<file path="config.mk">
export PLATFORM = sky130hd
export DESIGN_NAME = reg_bank
export DESIGN_NICKNAME = d
export VERILOG_FILES = /design/src/rtl/reg_bank_pkg.sv /design/src/rtl/reg_bank.sv
export SDC_FILE = /design/constraint.sdc
export NUM_CORES = 1
export LEC_CHECK = 0
export ABC_AREA = 0
export BUFFER_PORTS_ARGS = -buffer_cell sky130_fd_sc_hd__buf_4
export CAP_MARGIN = 5
export CORE_MARGIN = 8
export CORE_UTILIZATION = 60
export CTS_CLUSTER_SIZE = 28
export DETAILED_ROUTE_END_ITERATION = 12
export PLACE_DENSITY = 0.88
export SLEW_MARGIN = 10
export SYNTH_ARGS = -nofsm -noshare
export SYNTH_HDL_FRONTEND = slang
export SYNTH_SLANG_ARGS = --single-unit
</file>
<file path="constraint.sdc">
create_clock -name clk -period 7.2 [get_ports clk]
set_input_delay 0 -clock clk [delete_from_list [all_inputs] [get_ports clk]]
set_output_delay 0 -clock clk [all_outputs]
set_load 0.01 [all_outputs]
</file>
<file path="src/rtl/reg_bank_pkg.sv">
// reg_bank_pkg: shared types and default geometry for the reg_bank register file.
//   rb_state_t  - clear-sweep FSM state (IDLE / CLEAR)
//   DefaultDw   - default data width
//   DefaultAw   - default address width (depth = 2**AW)
package reg_bank_pkg;

    typedef enum logic [0:0] {
        IDLE,
        CLEAR
    } rb_state_t;

    localparam int unsigned DefaultDw = 8;
    localparam int unsigned DefaultAw = 4;

endpackage

</file>
<file path="src/rtl/reg_bank.sv">
// reg_bank: 2**AW x DW register bank with NRD combinational read ports, one write port,
// an in-bank move (copy) port, a hardware clear sweep and a write/move conflict flag.
// Ports:
//   clk, rst_n                  - clock, synchronous active-low reset
//   wr_en, wr_addr, wr_data     - write port
//   mv_en, mv_src, mv_dst       - move port: core[mv_dst] <= core[mv_src]
//   clr_req                     - start a clear sweep
//   rd_addr / rd_data           - packed read ports, port i at [i*AW +: AW] / [i*DW +: DW]
//   busy                        - clear sweep in progress; writes, moves, clr_req ignored
//   conflict                    - one-cycle pulse: last cycle's write and move hit one address
module reg_bank
    import reg_bank_pkg::*;
#(
    parameter int unsigned DW     = DefaultDw,
    parameter int unsigned AW     = DefaultAw,
    parameter int unsigned NRD    = 2,
    parameter int unsigned BYPASS = 0
) (
    input  logic              clk,
    input  logic              rst_n,
    input  logic              wr_en,
    input  logic [AW-1:0]     wr_addr,
    input  logic [DW-1:0]     wr_data,
    input  logic              mv_en,
    input  logic [AW-1:0]     mv_src,
    input  logic [AW-1:0]     mv_dst,
    input  logic              clr_req,
    input  logic [NRD*AW-1:0] rd_addr,
    output logic [NRD*DW-1:0] rd_data,
    output logic              busy,
    output logic              conflict
);

    localparam int unsigned Depth = 2 ** AW;

    logic [DW-1:0] core [Depth];

    rb_state_t     state_q;
    logic [AW-1:0] clr_ptr_q;
    logic          conflict_q;

    logic wr_ok;
    logic mv_req;
    logic mv_hit;
    logic mv_ok;

    assign busy     = (state_q == CLEAR);
    assign conflict = conflict_q;

    assign wr_ok  = wr_en & ~busy;
    // A self-move changes nothing, so it is treated as no move at all (and cannot conflict).
    assign mv_req = mv_en & ~busy & (mv_src != mv_dst);
    assign mv_hit = wr_ok & mv_req & (wr_addr == mv_dst);
    assign mv_ok  = mv_req & ~mv_hit;

    // Sweep FSM and conflict flag.
    always_ff @(posedge clk) begin
        if (!rst_n) begin
            state_q    <= CLEAR;
            clr_ptr_q  <= '0;
            conflict_q <= 1'b0;
        end else begin
            conflict_q <= mv_hit;
            unique case (state_q)
                IDLE: begin
                    if (clr_req) begin
                        state_q   <= CLEAR;
                        clr_ptr_q <= '0;
                    end
                end
                CLEAR: begin
                    clr_ptr_q <= clr_ptr_q + 1'b1;
                    if (&clr_ptr_q) begin
                        state_q <= IDLE;
                    end
                end
                default: state_q <= CLEAR;
            endcase
        end
    end

    // Storage. Sweep and write/move are mutually exclusive through busy; a move whose
    // destination collides with the write has already been suppressed via mv_hit.
    always_ff @(posedge clk) begin
        if (rst_n) begin
            if (busy) begin
                core[clr_ptr_q] <= '0;
            end else begin
                if (wr_ok) begin
                    core[wr_addr] <= wr_data;
                end
                if (mv_ok) begin
                    core[mv_dst] <= core[mv_src];
                end
            end
        end
    end

    // Read ports; optional forwarding of the accepted write (moves are never forwarded).
    always_comb begin
        rd_data = '0;
        for (int i = 0; i < NRD; i++) begin
            rd_data[i*DW +: DW] = core[rd_addr[i*AW +: AW]];
            if ((BYPASS != 0) && wr_ok && (rd_addr[i*AW +: AW] == wr_addr)) begin
                rd_data[i*DW +: DW] = wr_data;
            end
        end
    end

endmodule
</file>
==> impl_metrics.ini <==
[cts]
cts.sink_count = 134
cts_setup_buffers = 0
cts_max_path_buffers = 2
htree_levels = 4
cts_tree = done
clk-insertion-delay-late_ns = 0.43
numCtsBuffers = 17
cts_root_buffer = clkbuf_16
clk_pin_slew_ns = 0.07

[global_route]
grt_pass1_wl_um = 40140
grt_overflow = 0
antenna_found_initial = 0
grt_max_degree = 34
grt.total_usage_pct = 27.33
grt_pass1_vias = 6471

[worst_setup_path]
start_kind = register
crit_type = reg -> reg
r2r-end = core[1][4]
r2r_start = busy
worstSetupStartpoint = busy
end_kind = register
path_max_fanout = 17
r2r_cells = 3
worstPathArrival_ns = 3.49
r2r_setup_slack_ns = 3.68
worstPathRequired_ns = 7.17

[cells_and_area]
drive_gt1_share_pct = 35.49
multiInputGateArea_mm2 = 0.004885
final_net_count = 624
stdcell_count = 791
area_growth_pct = 9.395
ff_latch_area_mm2 = 0.003964
final_util_pct = 67.15
insertedDiodeCount = 0
fill_cells = 987

[timing]
tightest_slew_ns = 1.244
skew_ns = 0.01234
period_minus_slack_ns = 3.521
final-hold-violation-count = 0
max_freq_mhz = 284.0
drv_slew = 0
slew_headroom_pct = 16.16
fin_crit_sh_pct = 48.90
hold_slack_ns = 0.1250
layout_setup_ws_ns = 3.679
setup_tns_ns = 0
rsz0062_at_grt = false
finalSetupViolCount = 0

[place]
place_congestion = 0.9699
dp_hpwl_um = 17930
dp_worst_setup_slack_ns = 3.744
port_buffers = 50
place_inst = 756

[logic_synthesis]
syn_nets = 608
ys_ff_latch = 134
synth_cell_types = 40
post-synth-top-area-cell = edfxtp_1
yosysSeqAreaShare_pct = 42.64
yosysWarnings = 0
syn_inst = 574
synth_top_area_share_pct = 41.35
yosys-top-cells-area = edfxtp_1 41%, mux4_2 24%, mux2i_1 14%, mux4_1 3.4%, dfxtp_1 1.3%
synth_area_per_cell_um2 = 16.20
syn_area_mm2 = 0.009296

[die]
placeableCoreArea_mm2 = 0.01515
std_cell_rows = 45
die_area_mm2 = 0.01973
die_h_um = 140.5
die_x_um = 140.5
ios = 51
start_util_pct = 61.38

[route]
drt-total-wl_um = 26250
firstDrtPassIters = 5
ant_nets = 0
drt_iter0_drc = 710
vias = 6181
wl_per_cell_um = 33.19
drc = 0
viasPerCell = 7.814

[min_path]
whs_endpoint = conflict
hold_path_class = in -> reg
hold_path_depth = 4
min_from = mv_en

[power_and_ir_drop]
ir_drop_mv = 0.1272
p_clk_share_pct = 45.0
swShare_pct = 25.69
p_leak_uw = 0.004235
comb_power_share_pct = 11.6
seqPwrFrac_pct = 43.4
p_int_uw = 1474
powerDensity_mw_per_mm2 = 195.1
switching_power_uw = 509.7

[run_status]
status = completed

[run]
maxCapViolations = 0
[synthesized netlist by cell type (all sizes together)]
library cell  instances
a21oi                 4
and3b                 1
buf                  46
o2111ai              13
ha                    1
and2                  4
a41oi                 2
o21a                  1
nand2                21
a21boi                1
mux4                112
o2111a                3
nand3b                3
mux2                  3
xnor2                 8
nor2b                 9
inv                   1
nand3                 2
nor2                 12
and3                  1
o21ai                16
o21bai                3
a22o                 16
dfxtp                 6
mux2i               132
edfxtp              128
clkbuf               21
nor3b                 4
[power by group through the flow]
stage                     clock network [uW]  logic, uW  registers, uW
after floorplan                            0        164            873
after global placement                     0        219            876
after detailed placement                   0        224            877
after CTS                                889        226            861
after global routing                     920        239            862
final                                    893        230            861
[stage by stage]
stage          total power (uW)  instance area (um^2)
6_report                   1984                 10170
4_1_cts                    1976                 10160
3_3_place_gp               1095                  9539
2_1_floorplan              1037                  9296
5_1_grt                    2021                 10170
3_5_place_dp               1101                  9539
[routing by layer]
metal | track usage [%] | vias up | share of wire (%)
met3 | 6.422 | 101 | 11
li1 | - | 2450 | -
met5 | 0 | - | 0
met2 | 42.82 | 518 | 48
met4 | 13.35 | 0 | 5.2
met1 | 35.35 | 3112 | 36
[registers in the layout (all words and copies together), names as in the netlist]
register   count
busy           1
conflict       1
clr_ptr_q      4
core         128
[placed cells by master (no fill, tap or decap), types with 2 or more instances in the layout]
cell type and count:
mux4_2 100, bufinv_16 2, o21ai_1 4, xnor2_1 7, o2111a_1 3, nor2_8 5, a22o_1 8, mux2_2 3
o21bai_1 3, nor2b_1 9, a21oi_1 4, dfxtp_1 6, nor3b_1 4, nand3b_1 3, clkbuf_16 17, inv_6 4
buf_4 61, and2_1 4, nand2_1 21, inv_8 2, o2111ai_1 12, clkinv_4 4, edfxtp_1 128, mux2i_1 132
nor2_1 4, a22o_2 7, o21ai_0 12, mux4_1 12, nand3_1 2, nor2_4 3, dlygate4sd3_1 3
[cell type report]
cell class	count	share of cell area [%]
Clock buffer	17	4.183
Clock inverter	15	1.661
Inverter	1	0.03691
Multi-Input combinational cell	372	48.03
Sequential cell	134	38.98
Tap cell	188	2.313
Timing Repair Buffer	64	4.798
[worst max-delay path by stage]
stage | end | slack (ns) | depth (start not counted)
detailed placement | core[4][5] | 3.74 | 3
floorplan | core[10][0] | 4.79 | 6
finish | core[1][4] | 3.68 | 3
CTS | core[4][6] | 3.69 | 3
global placement | core[6][4] | 3.90 | 3
global route | core[1][4] | 3.47 | 3
[critical path, stage by stage (launching register included)]
cell	delay, ns
dfxtp_1	0.44
nand3b_1	0.63
o2111ai_1	1.17
o21ai_0	0.81
[kinds of logic after synthesis]
| kind of cell | share of synthesized area (%) |
|---|---|
| buf+inv | 4.886 |
| fa+ha+maj | 0.1346 |
| simple gates | 4.159 |
| compound gates | 5.155 |
| mux | 42.19 |
| flops | 42.64 |
| xor+xnor | 0.8345 |
[repair_timing]
item                      4_1_cts  5_1_grt
gates resized for setup         0        0
hold endpoints to repair        5        0
hold buffers                    3        0
Note: power is estimated with default switching activity, not from simulation.
